## src/rtl/mem_arbiter_if.sv

```systemverilog
// Requester and memory-port bundle for mem_arbiter.
// The arbiter takes the slave view; a requester/memory model takes the master view.
interface mem_arbiter_if #(
  parameter int ADDR_W = 4,
  parameter int DATA_W = 8
);
  // Requester side
  logic              i_req0;
  logic              i_req1;
  logic              i_we0;
  logic              i_we1;
  logic [ADDR_W-1:0] i_addr0;
  logic [ADDR_W-1:0] i_addr1;
  logic [DATA_W-1:0] i_wdata0;
  logic [DATA_W-1:0] i_wdata1;
  logic              o_gnt0;
  logic              o_gnt1;
  logic              o_rvalid0;
  logic              o_rvalid1;
  logic [DATA_W-1:0] o_rdata;
  logic              o_err;

  // Memory side
  logic              o_mem_wr;
  logic              o_mem_rd;
  logic [ADDR_W-1:0] o_mem_addr;
  logic [DATA_W-1:0] o_mem_wdata;
  logic [DATA_W-1:0] i_mem_rd_data;

  modport slave (
    input  i_req0, i_req1, i_we0, i_we1, i_addr0, i_addr1,
           i_wdata0, i_wdata1, i_mem_rd_data,
    output o_gnt0, o_gnt1, o_rvalid0, o_rvalid1, o_rdata, o_err,
           o_mem_wr, o_mem_rd, o_mem_addr, o_mem_wdata
  );

  modport master (
    output i_req0, i_req1, i_we0, i_we1, i_addr0, i_addr1,
           i_wdata0, i_wdata1, i_mem_rd_data,
    input  o_gnt0, o_gnt1, o_rvalid0, o_rvalid1, o_rdata, o_err,
           o_mem_wr, o_mem_rd, o_mem_addr, o_mem_wdata
  );
endinterface

```

## src/rtl/mem_arbiter.sv

```systemverilog
// Two-requester round-robin arbiter and access sequencer for a small
// register-file memory with a one-cycle registered read. Out-of-range
// accesses are flagged with o_err and never strobe the memory.
module mem_arbiter #(
  parameter int ADDR_W = 4,
  parameter int DATA_W = 8,
  parameter int DEPTH  = 4
) (
  input  logic          i_sys_clk,
  input  logic          i_rst,
  mem_arbiter_if.slave  bus
);

  typedef enum logic [1:0] {IDLE, ISSUE, RWAIT} state_t;

  // One extra bit so DEPTH == 2**ADDR_W still compares correctly.
  localparam logic [ADDR_W:0] DEPTH_LIM = (ADDR_W + 1)'(DEPTH);

  state_t            state_q, state_d;
  logic              last_q, last_d;     // id of the requester served last
  logic              id_q, id_d;         // owner of the transaction in flight
  logic              we_q, we_d;
  logic              oor_q, oor_d;       // in-flight access is out of range

  logic              gnt0_q, gnt0_d;
  logic              gnt1_q, gnt1_d;
  logic              rvalid0_q, rvalid0_d;
  logic              rvalid1_q, rvalid1_d;
  logic [DATA_W-1:0] rdata_q, rdata_d;
  logic              err_q, err_d;
  logic              mem_wr_q, mem_wr_d;
  logic              mem_rd_q, mem_rd_d;
  logic [ADDR_W-1:0] mem_addr_q, mem_addr_d;
  logic [DATA_W-1:0] mem_wdata_q, mem_wdata_d;

  // Requester fields gathered into indexable vectors so the winner can be
  // selected by id.
  logic [1:0]        req_v;
  logic [1:0]        we_v;
  logic [1:0]        oor_v;
  logic [ADDR_W-1:0] addr_v  [2];
  logic [DATA_W-1:0] wdata_v [2];
  logic              win;

  assign req_v      = {bus.i_req1, bus.i_req0};
  assign we_v       = {bus.i_we1, bus.i_we0};
  assign addr_v[0]  = bus.i_addr0;
  assign addr_v[1]  = bus.i_addr1;
  assign wdata_v[0] = bus.i_wdata0;
  assign wdata_v[1] = bus.i_wdata1;

  genvar gi;
  generate
    for (gi = 0; gi < 2; gi++) begin : g_range
      assign oor_v[gi] = ({1'b0, addr_v[gi]} >= DEPTH_LIM);
    end
  endgenerate

  // Next-state and next-output logic; every output is registered, so the
  // values computed in IDLE become visible during ISSUE.
  always_comb begin
    state_d     = state_q;
    last_d      = last_q;
    id_d        = id_q;
    we_d        = we_q;
    oor_d       = oor_q;
    gnt0_d      = 1'b0;
    gnt1_d      = 1'b0;
    rvalid0_d   = 1'b0;
    rvalid1_d   = 1'b0;
    err_d       = 1'b0;
    mem_wr_d    = 1'b0;
    mem_rd_d    = 1'b0;
    rdata_d     = rdata_q;
    mem_addr_d  = mem_addr_q;
    mem_wdata_d = mem_wdata_q;
    win         = 1'b0;

    case (state_q)
      IDLE: begin
        if (req_v != 2'b00) begin
          // On a tie the requester not served last wins.
          win         = (req_v == 2'b11) ? ~last_q : req_v[1];
          id_d        = win;
          we_d        = we_v[win];
          oor_d       = oor_v[win];
          mem_addr_d  = addr_v[win];
          mem_wdata_d = wdata_v[win];
          gnt0_d      = ~win;
          gnt1_d      = win;
          err_d       = oor_v[win];
          mem_wr_d    = we_v[win] & ~oor_v[win];
          mem_rd_d    = ~we_v[win] & ~oor_v[win];
          state_d     = ISSUE;
        end
      end
      ISSUE: begin
        last_d  = id_q;
        state_d = we_q ? IDLE : RWAIT;
      end
      RWAIT: begin
        rdata_d   = oor_q ? '0 : bus.i_mem_rd_data;
        rvalid0_d = ~id_q;
        rvalid1_d = id_q;
        state_d   = IDLE;
      end
      default: state_d = IDLE;
    endcase
  end

  // State and output registers; reset clears everything and points the
  // last-served pointer at requester 1 so requester 0 wins the first tie.
  always_ff @(posedge i_sys_clk) begin
    if (i_rst) begin
      state_q     <= IDLE;
      last_q      <= 1'b1;
      id_q        <= 1'b0;
      we_q        <= 1'b0;
      oor_q       <= 1'b0;
      gnt0_q      <= 1'b0;
      gnt1_q      <= 1'b0;
      rvalid0_q   <= 1'b0;
      rvalid1_q   <= 1'b0;
      rdata_q     <= '0;
      err_q       <= 1'b0;
      mem_wr_q    <= 1'b0;
      mem_rd_q    <= 1'b0;
      mem_addr_q  <= '0;
      mem_wdata_q <= '0;
    end else begin
      state_q     <= state_d;
      last_q      <= last_d;
      id_q        <= id_d;
      we_q        <= we_d;
      oor_q       <= oor_d;
      gnt0_q      <= gnt0_d;
      gnt1_q      <= gnt1_d;
      rvalid0_q   <= rvalid0_d;
      rvalid1_q   <= rvalid1_d;
      rdata_q     <= rdata_d;
      err_q       <= err_d;
      mem_wr_q    <= mem_wr_d;
      mem_rd_q    <= mem_rd_d;
      mem_addr_q  <= mem_addr_d;
      mem_wdata_q <= mem_wdata_d;
    end
  end

  assign bus.o_gnt0      = gnt0_q;
  assign bus.o_gnt1      = gnt1_q;
  assign bus.o_rvalid0   = rvalid0_q;
  assign bus.o_rvalid1   = rvalid1_q;
  assign bus.o_rdata     = rdata_q;
  assign bus.o_err       = err_q;
  assign bus.o_mem_wr    = mem_wr_q;
  assign bus.o_mem_rd    = mem_rd_q;
  assign bus.o_mem_addr  = mem_addr_q;
  assign bus.o_mem_wdata = mem_wdata_q;

endmodule

```

## src/flat_wrapper.sv

```systemverilog
// flat-port wrapper written by rule: the top's interface ports become plain ports
module mem_arbiter_flat 
#(
  parameter int ADDR_W = 4,
  parameter int DATA_W = 8,
  parameter int DEPTH  = 4
)
  (i_sys_clk, i_rst, bus_i_req0, bus_i_req1, bus_i_we0, bus_i_we1, bus_i_addr0, bus_i_addr1, bus_i_wdata0, bus_i_wdata1, bus_i_mem_rd_data, bus_o_gnt0, bus_o_gnt1, bus_o_rvalid0, bus_o_rvalid1, bus_o_rdata, bus_o_err, bus_o_mem_wr, bus_o_mem_rd, bus_o_mem_addr, bus_o_mem_wdata);
  mem_arbiter_if #(.ADDR_W(ADDR_W), .DATA_W(DATA_W)) bus_i ();
  input  logic i_sys_clk;
  input  logic i_rst;
  input wire logic [$bits(bus_i.i_req0)-1:0] bus_i_req0;
  input wire logic [$bits(bus_i.i_req1)-1:0] bus_i_req1;
  input wire logic [$bits(bus_i.i_we0)-1:0] bus_i_we0;
  input wire logic [$bits(bus_i.i_we1)-1:0] bus_i_we1;
  input wire logic [$bits(bus_i.i_addr0)-1:0] bus_i_addr0;
  input wire logic [$bits(bus_i.i_addr1)-1:0] bus_i_addr1;
  input wire logic [$bits(bus_i.i_wdata0)-1:0] bus_i_wdata0;
  input wire logic [$bits(bus_i.i_wdata1)-1:0] bus_i_wdata1;
  input wire logic [$bits(bus_i.i_mem_rd_data)-1:0] bus_i_mem_rd_data;
  output wire logic [$bits(bus_i.o_gnt0)-1:0] bus_o_gnt0;
  output wire logic [$bits(bus_i.o_gnt1)-1:0] bus_o_gnt1;
  output wire logic [$bits(bus_i.o_rvalid0)-1:0] bus_o_rvalid0;
  output wire logic [$bits(bus_i.o_rvalid1)-1:0] bus_o_rvalid1;
  output wire logic [$bits(bus_i.o_rdata)-1:0] bus_o_rdata;
  output wire logic [$bits(bus_i.o_err)-1:0] bus_o_err;
  output wire logic [$bits(bus_i.o_mem_wr)-1:0] bus_o_mem_wr;
  output wire logic [$bits(bus_i.o_mem_rd)-1:0] bus_o_mem_rd;
  output wire logic [$bits(bus_i.o_mem_addr)-1:0] bus_o_mem_addr;
  output wire logic [$bits(bus_i.o_mem_wdata)-1:0] bus_o_mem_wdata;
  assign bus_i.i_req0 = bus_i_req0;
  assign bus_i.i_req1 = bus_i_req1;
  assign bus_i.i_we0 = bus_i_we0;
  assign bus_i.i_we1 = bus_i_we1;
  assign bus_i.i_addr0 = bus_i_addr0;
  assign bus_i.i_addr1 = bus_i_addr1;
  assign bus_i.i_wdata0 = bus_i_wdata0;
  assign bus_i.i_wdata1 = bus_i_wdata1;
  assign bus_i.i_mem_rd_data = bus_i_mem_rd_data;
  assign bus_o_gnt0 = bus_i.o_gnt0;
  assign bus_o_gnt1 = bus_i.o_gnt1;
  assign bus_o_rvalid0 = bus_i.o_rvalid0;
  assign bus_o_rvalid1 = bus_i.o_rvalid1;
  assign bus_o_rdata = bus_i.o_rdata;
  assign bus_o_err = bus_i.o_err;
  assign bus_o_mem_wr = bus_i.o_mem_wr;
  assign bus_o_mem_rd = bus_i.o_mem_rd;
  assign bus_o_mem_addr = bus_i.o_mem_addr;
  assign bus_o_mem_wdata = bus_i.o_mem_wdata;
  mem_arbiter #(.ADDR_W(ADDR_W), .DATA_W(DATA_W), .DEPTH(DEPTH)) u_core (.i_sys_clk(i_sys_clk), .i_rst(i_rst), .bus(bus_i));
endmodule
```

## config.mk

```make
export PLATFORM = sky130hd
export DESIGN_NAME = mem_arbiter_flat
export DESIGN_NICKNAME = d
export VERILOG_FILES = /design/src/rtl/mem_arbiter_if.sv /design/src/rtl/mem_arbiter.sv /design/src/flat_wrapper.sv
export SDC_FILE = /design/constraint.sdc
export NUM_CORES = 1
export LEC_CHECK = 0
export CORE_ASPECT_RATIO = 1.1
export CORE_MARGIN = 5
export CORE_UTILIZATION = 42
export CTS_BUF_LIST = sky130_fd_sc_hd__clkbuf_16
export DETAILED_ROUTE_END_ITERATION = 10
export GPL_TIMING_DRIVEN = 0
export PLACE_DENSITY = 0.83
export SLEW_MARGIN = 10
export SYNTH_ARGS = -nofsm -noshare
export SYNTH_HDL_FRONTEND = slang
export SYNTH_SLANG_ARGS = --single-unit
```

## constraint.sdc

```tcl
create_clock -name i_sys_clk -period 2.7 [get_ports i_sys_clk]
set_input_delay 0.27 -clock i_sys_clk [delete_from_list [all_inputs] [get_ports i_sys_clk]]
set_output_delay 0.27 -clock i_sys_clk [all_outputs]
set_load 0.005 [all_outputs]
```

==> results by group, run 1 <==
Worst setup path
  • Crit. Startpoint: bus_i_req1
  • Kind of critical path: input pin to register
  • WP data required: 2.92 ns
  • Worst Setup End Kind: register
  • R2r startpoint: u_core.state_q[1]
  • Reg2reg path depth: 5
  • Crit path to: u_core.bus.o_mem_wdata[4]
  • Capture point of the worst reg-to-reg path: u_core.bus.o_mem_wdata[3]
  • Worst Path Arrival: about 2.0 ns
  • Crit path launch type: input pin
  • Worst Path Max Fanout: 10
  • R2r setup slk: 1.23 ns

Global route
  • Initial antenna violation count: 0
  • Number of global-route vias before repair: 1,237
  • Remaining Overflow, GRT: 0
  • Largest net degree at the start of global routing: 11
  • Global-route wire length before repair: 5.64 mm
  • Gr usage total: 17.2%

Clock tree
  • CTS tree: yes
  • Clk buf depth: 2
  • Inserted Clock Buffers: 5
  • Clk pin slew, worst setup/hold paths: 0.05 ns
  • Clk_lat worst skew: 0.28 ns
  • CTS resizes: 0
  • CTS Root Cell: clkbuf_16
  • CTS H-tree depth: 2
  • CTS sink cnt: 33
  • Setup Fix Bufs, Post-CTS: 0
  • Post-CTS Hold Fix Bufs: 0

Power
  • P_leak: roughly 0.84 nW
  • Power Density: 608 nW/um2
  • Peak VDD IR: 0.598 mV

Logic synthesis
  • Yosys reg bits: 33
  • Most frequent cell after synthesis: dfxtp_1
  • Yosys Warn Count: 0
  • Synthesized area: ~1300 um2
  • Sequential element share of the synthesized area: approximately half
  • Synthesized Nets: 171
  • Gate Count Post-Synth: approximately 130
  • Ys flop type: dfxtp_1
  • Post-synth top cells: dfxtp_1, nor3_1, inv_1
  • Post-synth ARST share: 0%
  • Synth area leader: dfxtp_1
  • EDFF count, synth: 0
  • Area contributors post-synth: dfxtp_1, a221o_2, nand3b_1
  • Yosys cell types: 26
  • Post-synth top area share: 50.8%
  • Avg Cell Area, Syn: 9.78 um2

Placement
  • Place WS: 0.696 ns
  • Final GP Congestion: around 0.69
  • Hpwl dp: between 2 and 3 mm
  • Port buffer count: between 60 and 70
  • Post-DP Area: 1980 um2

STA
  • TNS Setup: 0 ns
  • # setup viols final: 0
  • Hold WS: ~0.43 ns
  • RSZ-0062 raised after global routing: false
  • Final worst-path cycle share: 64.5%
  • Fmax: 0.574 GHz
  • Hold Vio Cnt, Final: 0
  • Minimum clock period: 1.74 ns
  • Relative slew slack: between 60% and 70%
  • Count of final max-slew check failures: 0
  • Setup ws final: between 0.9 and 1 ns
  • Tightest Pin Transition: 0.496 ns
  • Skew final: 0.00700 ns

Final layout
  • Final net count: approximately 240
  • Inserted Diodes: 0
  • Area growth, synth to finish: 62.7%
  • Multi-input logic area: roughly 540 um2
  • Share of layout cells above drive strength 1: 11.8%
  • Post-layout instance area: 2120 um2
  • Register Area: 661 um2
  • # fillers: 241

Route
  • Routed vias: 1,237
  • Post-DRT Antenna Nets: 0
  • Number of remaining DRC errors: 0
  • Post-Route M1 WL: 1.45 mm
  • Drt via density: ~5.2
  • DR iter-0 viols: 64
  • DR top layer: met4
  • Routed len/inst: 15.3 um
  • Drt first pass iters: 4
  • Met3 wire length: 409 um
  • Routed WL: 3.64 mm
  • Met2 routed WL: 1.73 mm

Die
  • Die footprint: roughly 4300 um2
  • Core footprint: roughly 3000 um2
  • Initial Utilization: between 40% and 50%
  • I/O pin total: 65
  • Chip Height: 68.4 um
  • Die width: 63.1 um
  • Floorplan row count: 21

Outcome
  • Status: completed

Min path
  • Hold/Removal Path Class: register to register
  • Hold_sp: u_core.we_q

Job
  • Max cap viols: 0
power breakdown:
group	switching (W)	internal [W]	leakage, nW
clock network	0.000189	0.000329	0.0685
logic	0.0000800	0.000142	0.497
registers	0.0000222	0.000525	0.270
total	0.000292	0.000995	0.836
layout by cell type, fill, tap and decap left out, drive strengths merged:
master,n
nand2,8
clkdlybuf4s50,64
nor3b,2
clkinv,1
or4,1
nor2,5
inv,13
nand3b,9
dfxtp,33
nor2b,2
a221o,11
or2,1
buf,6
o2bb2ai,3
clkbuf,8
a21bo,1
mux2,1
nor3,13
a21o,1
or4b,1
nand2b,4
a21oi,11
mux2i,3
or3,1
nand3,1
worst min path at each step:
stage                                      end  slack, ns  cells after the start
after floorplan           u_core.bus.o_rvalid1       0.35                      1
after global placement       u_core.state_q[1]       0.42                      1
after detailed placement     u_core.state_q[1]       0.42                      1
after CTS                    u_core.state_q[1]       0.43                      1
after global routing         u_core.state_q[1]       0.45                      1
final                        u_core.state_q[1]       0.43                      1
state kept, by name, summed over array words and instances (netlist names):
| register | count |
|---|---|
| u_core.bus.o_gnt1 | 1 |
| u_core.bus.o_rvalid0 | 1 |
| u_core.last_q | 1 |
| u_core.state_q | 2 |
| u_core.bus.o_gnt0 | 1 |
| u_core.bus.o_mem_rd | 1 |
| u_core.id_q | 1 |
| u_core.bus.o_err | 1 |
| u_core.oor_q | 1 |
| u_core.bus.o_mem_wdata | 8 |
| u_core.we_q | 1 |
| u_core.bus.o_mem_wr | 1 |
| u_core.bus.o_mem_addr | 4 |
| u_core.bus.o_rvalid1 | 1 |
| u_core.bus.o_rdata | 8 |
routing by layer:
metal / up-vias / global-route usage [%]
li1: 606 / -
met1: 566 / 17.2
met2: 60 / 28.8
met3: 5 / 11.0
met4: 0 / 6.63
met5: - / 0
worst max-delay path: stages:
cell and delay (ns):
clkdlybuf4s50_1 0.44, or2_2 0.32, a21oi_1 0.41, buf_2 0.33
a221o_2 0.19
stage by stage:
| step | cells | util (%) | power (W) |
|---|---|---|---|
| finish | 238 | 70.1 | 0.00129 |
| global route | 238 | 70.1 | 0.00134 |
| CTS | 238 | 70.1 | 0.00130 |
| detailed placement | 231 | 65.7 | 0.000777 |
| global placement | 231 | 65.7 | 0.000770 |
| floorplan | 133 | - | 0.000644 |
layout make-up:
type	count	share of cell area [%]
timing repair buffer	64	30.3
multi-input combinational	79	25.6
clock buffer	5	5.91
buffer	9	2.54
clock inverter	2	0.355
sequential	33	31.2
tap	34	2.01
inverter	12	2.13
cells by family after synthesis:
group / share of synthesized area (%)
and+or+nand+nor: 21.5
DFF: 50.8
AOI/OAI and AO/OA: 16.9
buffers and inverters: 7.60
muxes: 3.17
Power figures use the tool's default switching activity.
==> inputs of run 2 (changes only) <==
--- a/config.mk
+++ b/config.mk
@@ -7,11 +7,11 @@
 export LEC_CHECK = 0
 export CORE_ASPECT_RATIO = 1.1
 export CORE_MARGIN = 5
-export CORE_UTILIZATION = 42
+export CORE_UTILIZATION = 39
 export CTS_BUF_LIST = sky130_fd_sc_hd__clkbuf_16
 export DETAILED_ROUTE_END_ITERATION = 10
 export GPL_TIMING_DRIVEN = 0
-export PLACE_DENSITY = 0.83
+export PLACE_DENSITY = 0.78
 export SLEW_MARGIN = 10
 export SYNTH_ARGS = -nofsm -noshare
 export SYNTH_HDL_FRONTEND = slang
==> constraint.sdc (replaced) <==
create_clock -name i_sys_clk -period 1.7 [get_ports i_sys_clk]
set_input_delay 0.17 -clock i_sys_clk [delete_from_list [all_inputs] [get_ports i_sys_clk]]
set_output_delay 0.17 -clock i_sys_clk [all_outputs]
set_load 0.005 [all_outputs]
==> run 2 against run 1 <==
Net effect:
- global-route usage fell by 1.2 points
- first-iteration DRC count is 36% lower
- critical path type unchanged
- cell count increased by 1.3%
- worst hold slack improved by 0.0017 ns
- total power increased by 71%
- largest cell class unchanged
- routed wire length shrank 5.5%
- critical endpoint is now u_core.bus.o_mem_wdata[3]
==> results by group, run 2 (synthesis results as in run 1) <==
STA
  • Skew final: 0.00457 ns (-0.00243 ns)
  • Relative slew slack: 69.0% (+2.0 points)
  • Final worst-path cycle share: roughly 87%
  • RSZ-0062 raised after global routing: false
  • Tightest Pin Transition: 0.466 ns (-0.0306 ns)
  • Minimum clock period: 1.47 ns
  • Count of final max-slew check failures: 0 (unchanged)
  • Fmax: roughly 0.68 GHz
  • # setup viols final: 0 (unchanged)
  • Hold Vio Cnt, Final: 0 (unchanged)
  • Hold WS: 0.430 ns (+0.00170 ns)

Route
  • Drt via density: 5.16 (-0.77%)
  • DR iter-0 viols: 41 (-36%)
  • Routed len/inst: 14.3 um (-6.7%)
  • Routed vias: 1,243 (+0.49%)
  • Number of remaining DRC errors: 0 (unchanged)
  • Drt first pass iters: 4 (unchanged)
  • Post-DRT Antenna Nets: 0 (unchanged)
  • Routed WL: 3.44 mm (-5.5%)

Placement
  • Port buffer count: 64 (unchanged)
  • Cell total after placement: 233 (+0.87%)
  • Post-DP Area: 1990 um2 (+0.13%)
  • Final GP Congestion: 0.718 (+3.4%)
  • Hpwl dp: 2.61 mm (-2.6%)

Power
  • Clock power frac: 44.7% (+4.4 points)
  • Sequential share of power: 39.4% (-3.1 points)
  • Int Pwr: 0.00174 W (+75%)
  • Power Density: 1020 nW/um2 (+69%)
  • Combinational share of power: 15.9% (-1.3 points)
  • P_leak: 0.850 nW (+1.7%)
  • Sw Ratio: 21.2% (-1.5 points)
  • Peak VDD IR: 0.707 mV (+18%)
  • Psw: 0.000468 W (+60%)

Global route
  • Met1 usage: 16.9% (-0.29 points)
  • Remaining Overflow, GRT: 0 (unchanged)
  • Largest net degree at the start of global routing: 11 (unchanged)
  • Number of global-route vias before repair: 1,278 (+3.3%)
  • Gr usage total: 16.0% (-1.2 points)
  • Initial antenna violation count: 0 (unchanged)
  • M2 GR Usage: 27.2% (-1.7 points)
  • Grt met3 use: 8.41% (-2.6 points)
  • GR peak layer: met2
  • Global-route wire length before repair: 5.72 mm (+1.5%)

Min path
  • Hold/Removal Path Class: register to register

Clock tree
  • CTS H-tree depth: 2 (unchanged)
  • Clk_lat worst skew: 0.28 ns (about the same)
  • CTS resizes: 0 (unchanged)
  • CTS Root Cell: clkbuf_16
  • Clk buf depth: 2 (unchanged)
  • Post-CTS Hold Fix Bufs: 0 (unchanged)
  • Inserted Clock Buffers: 5 (unchanged)
  • Clk pin slew, worst setup/hold paths: 0.05 ns (about the same)
  • CTS sink cnt: 33 (unchanged)
  • Setup Fix Bufs, Post-CTS: 0 (unchanged)
  • CTS tree: yes

Final layout
  • Post-layout instance area: 2150 um2 (+1.7%)
  • Final net count: 242 (unchanged)
  • Most frequent cells in the layout: clkdlybuf4s50_1, dfxtp_1, inv_1, nor3_1, a21oi_1
  • Post-route insts no fill: 241 (+1.3%)
  • Share of layout cells above drive strength 1: 12.7% (+0.92 points)
  • Area growth, synth to finish: 65.5%
  • Most common cell after layout, fill and taps aside: clkdlybuf4s50_1
  • Inserted Diodes: 0 (unchanged)

Worst setup path
  • Worst Setup End Kind: register
  • Worst Path Arrival: 1.69 ns (-0.28 ns)
  • Worst Path Max Fanout: 10 (unchanged)
  • WP data required: 1.92 ns (-1.00 ns)
  • R2r setup slk: 0.26 ns (-0.97 ns)
  • Crit path launch type: input pin
  • Kind of critical path: input pin to register

Die
  • Chip Height: 70.6 um (+3.2%)
  • Die footprint: 4590 um2 (+6.5%)
  • Core footprint: 3280 um2 (+8.4%)
  • I/O pin total: 65 (unchanged)
  • Die width: 65.1 um (+3.2%)
  • Floorplan row count: 22 (+4.8%)
  • Initial Utilization: 39.7% (-3.3 points)

Job
  • Max cap viols: 0 (unchanged)

Outcome
  • Status: completed
==> run 2: power by group through the flow <==
stage,Clock (W),Sequential [W],Combinational (W)
final,0.000986,0.000868,0.000351
after CTS,0.00101,0.000868,0.000353
after floorplan,0,0.000882,0.000141
after detailed placement,0,0.000883,0.000350
after global routing,0.00105,0.000876,0.000380
after global placement,0,0.000880,0.000345
==> run 2: per-stage QoR <==
step / total power, W / utilization [%] / setup slack [ns] / setup TNS (ns)
5_1_grt: 0.00231 / 65.7 / 0.138 / 0
4_1_cts: 0.00223 / 65.6 / 0.0561 / 0
6_report: 0.00221 / 65.7 / 0.229 / 0
3_3_place_gp: 0.00122 / 60.7 / -0.192 / -1.79
2_1_floorplan: 0.00102 / - / 0.360 / 0
3_5_place_dp: 0.00123 / 60.7 / -0.218 / -2.01
==> run 2: layout make-up <==
type / instances / area (um2)
Buffer: 9 / 53.8
Clock buffer: 5 / 125
Clock inverter: 3 / 37.5
Fill cell: 282 / 1120
Inverter: 12 / 45.0
Multi-Input combinational cell: 79 / 546
Sequential cell: 33 / 661
Tap cell: 36 / 45.0
Timing Repair Buffer: 64 / 641
==> run 2: worst paths after layout <==
check               startpoint                         to  cells past startpoint
max                 bus_i_req1  u_core.bus.o_mem_wdata[3]                      5
min                u_core.we_q          u_core.state_q[1]                      1
max reg2reg  u_core.state_q[1]   u_core.bus.o_mem_addr[3]                      5
min reg2reg        u_core.we_q          u_core.state_q[1]                      1
==> run 2: routing by layer <==
layer  share of wire [%]  wire (um)
met5                   0          0
met4                 1.5         51
met3                  12        413
met2                  46       1600
met1                  40       1380
==> run 2: worst max-delay path, cell delays in order <==
cell             delay, ns
clkdlybuf4s50_1       0.42
or2_2                 0.32
a21oi_2               0.30
buf_2                 0.29
a221o_2               0.18
==> inputs of run 3 (changes only) <==
--- a/config.mk
+++ b/config.mk
@@ -5,13 +5,15 @@
 export SDC_FILE = /design/constraint.sdc
 export NUM_CORES = 1
 export LEC_CHECK = 0
+export CAP_MARGIN = 20
 export CORE_ASPECT_RATIO = 1.1
 export CORE_MARGIN = 5
 export CORE_UTILIZATION = 39
 export CTS_BUF_LIST = sky130_fd_sc_hd__clkbuf_16
 export DETAILED_ROUTE_END_ITERATION = 10
+export GPL_ROUTABILITY_DRIVEN = 0
 export GPL_TIMING_DRIVEN = 0
-export PLACE_DENSITY = 0.78
+export PLACE_DENSITY_LB_ADDON = 0.08
 export SLEW_MARGIN = 10
 export SYNTH_ARGS = -nofsm -noshare
 export SYNTH_HDL_FRONTEND = slang
==> run 3 against run 2 <==
Net effect:
- combinational power about the same
- largest cell class unchanged
- worst hold slack worse by 0.0014 ns
- clock power shrank 18%
- largest power group is now registers
- critical endpoint is now u_core.bus.o_mem_wdata[5]
==> results by group, run 3 (synthesis results as in run 1) <==
Die
  • Core footprint: 3280 um2 (unchanged)
  • I/O pin total: 65 (unchanged)
  • Die width: 65.1 um (unchanged)
  • Die footprint: 4590 um2 (unchanged)
  • Chip Height: 70.6 um (unchanged)
  • Floorplan row count: 22 (unchanged)
  • Initial Utilization: 39.7% (unchanged)

STA
  • Tightest Pin Transition: 0.444 ns (-0.0213 ns)
  • # setup viols final: 0 (unchanged)
  • Hold WS: 0.429 ns (-0.00140 ns)
  • Fmax: 0.659 GHz (-3.1%)
  • Minimum clock period: 1.52 ns (+0.0478 ns)
  • Skew final: 0.00279 ns (-0.00177 ns)
  • Final worst-path cycle share: 89.3% (+2.8 points)
  • Hold Vio Cnt, Final: 0 (unchanged)
  • Count of final max-slew check failures: 0 (unchanged)
  • Relative slew slack: 70.4% (+1.4 points)
  • RSZ-0062 raised after global routing: false
  • TNS Setup: 0 ns (unchanged)

Placement
  • Hpwl dp: 2.55 mm (-2.2%)
  • Port buffer count: 64 (unchanged)
  • Post-DP Area: 1990 um2 (unchanged)

Final layout
  • Inserted Diodes: 0 (unchanged)
  • Most common cell after layout, fill and taps aside: clkdlybuf4s50_1
  • Final net count: 242 (unchanged)
  • Area growth, synth to finish: 63.5%
  • Share of layout cells above drive strength 1: 12.2% (-0.49 points)
  • Post-layout instance area: 2130 um2 (-1.2%)
  • Most frequent cells in the layout: clkdlybuf4s50_1, dfxtp_1, inv_1

Clock tree
  • CTS H-tree depth: 2 (unchanged)
  • CTS tree: yes
  • Clk_lat worst skew: 0.27 ns (about the same)
  • Clk pin slew, worst setup/hold paths: 0.05 ns (about the same)
  • Post-CTS Hold Fix Bufs: 0 (unchanged)
  • Inserted Clock Buffers: 5 (unchanged)
  • Clk buf depth: 2 (unchanged)
  • CTS sink cnt: 33 (unchanged)
  • CTS Root Cell: clkbuf_16

Route
  • DR top layer: met4
  • Met2 routed WL: 1.68 mm (+5.0%)
  • Number of remaining DRC errors: 0 (unchanged)
  • Drt via density: 5.01 (-2.8%)
  • Drt first pass iters: 4 (unchanged)
  • Routed vias: 1,208 (-2.8%)
  • Post-DRT Antenna Nets: 0 (unchanged)
  • Routed len/inst: 14.0 um (-2.2%)
  • Post-Route M1 WL: 1.34 mm (-3.2%)
  • DR iter-0 viols: 22 (-46%)
  • Routed WL: 3.37 mm (-2.2%)
  • Met3 wire length: 301 um (-27%)

Power
  • Peak VDD IR: 0.570 mV (-19%)
  • Int Pwr: 0.00158 W (-8.9%)
  • Sw Ratio: 21.9% (+0.66 points)
  • Sequential share of power: 42.9% (+3.5 points)
  • Psw: 0.000443 W (-5.3%)
  • Clock power frac: 39.9% (-4.8 points)
  • Pwr Total: 0.00203 W (-8.1%)
  • Power Density: 953 nW/um2 (-7.0%)
  • P_leak: 0.845 nW (-0.59%)
  • Combinational share of power: 17.2% (+1.3 points)

Worst setup path
  • Worst Path Max Fanout: 10 (unchanged)
  • WP data required: 1.91 ns (about the same)
  • Reg2reg path depth: 5 (unchanged)
  • Worst Setup End Kind: register
  • Crit path launch type: input pin
  • Kind of critical path: input pin to register
  • Worst Path Arrival: 1.73 ns (+0.04 ns)

Min path
  • Hold/Removal Path Class: register to register
  • Hold Path Stages: 1 (unchanged)

Global route
  • Initial antenna violation count: 0 (unchanged)
  • Gr usage total: 15.7% (-0.28 points)
  • Number of global-route vias before repair: 1,246 (-2.5%)
  • Global-route wire length before repair: 5.61 mm (-1.9%)
  • Remaining Overflow, GRT: 0 (unchanged)
  • Largest net degree at the start of global routing: 11 (unchanged)

Job
  • Max cap viols: 0 (unchanged)

Outcome
  • Status: completed
-- run 3: final timing paths --
kind                      from                         to  slack (ns)
min                u_core.we_q          u_core.state_q[1]        0.43
max                      i_rst  u_core.bus.o_mem_wdata[5]        0.18
max reg2reg  u_core.state_q[1]  u_core.bus.o_mem_wdata[5]        0.20
min reg2reg        u_core.we_q          u_core.state_q[1]        0.43
-- run 3: stage by stage --
step	std cells	utilization [%]	setup WS (ns)
5_1_grt	241	64.9	0.132
2_1_floorplan	133	-	0.360
3_3_place_gp	233	60.7	-0.200
3_5_place_dp	233	60.7	-0.225
6_report	241	64.9	0.182
4_1_cts	241	64.8	0.0542
-- run 3: layout make-up --
cell class              instances  area [um2]
inverters                      12        45.0
flip-flops and latches         33         661
well taps                      36        45.0
fillers                       273        1150
clock inverters                 3        11.3
multi-input cells              79         546
clock buffers                   5         125
plain buffers                   9        53.8
repair buffers                 64         641
-- run 3: critical path, stage by stage --
cell	delay (ns)
clkdlybuf4s50_1	0.48
or3_1	0.32
buf_2	0.16
buf_2	0.19
nor3_1	0.25
a221o_2	0.16
-- run 3: power by group through the flow --
| stage | logic (W) | clock network, W | registers (W) |
|---|---|---|---|
| CTS | 0.000352 | 0.000832 | 0.000869 |
| detailed placement | 0.000349 | 0 | 0.000883 |
| global placement | 0.000346 | 0 | 0.000880 |
| global route | 0.000378 | 0.000866 | 0.000877 |
| floorplan | 0.000141 | 0 | 0.000882 |
| finish | 0.000348 | 0.000809 | 0.000869 |
-- run 3: metal layers --
layer  vias up  track usage [%]
met1       547             17.2
met2        48             27.4
met5         -                0
li1        608                -
met3         5             5.40
met4         0             6.91
-- run 3: timing repair --
item,in CTS,in global routing
endpoints found under the setup margin,0,3
setup buffers,0,0
gates resized for setup,0,1
endpoints found under the hold margin,0,0
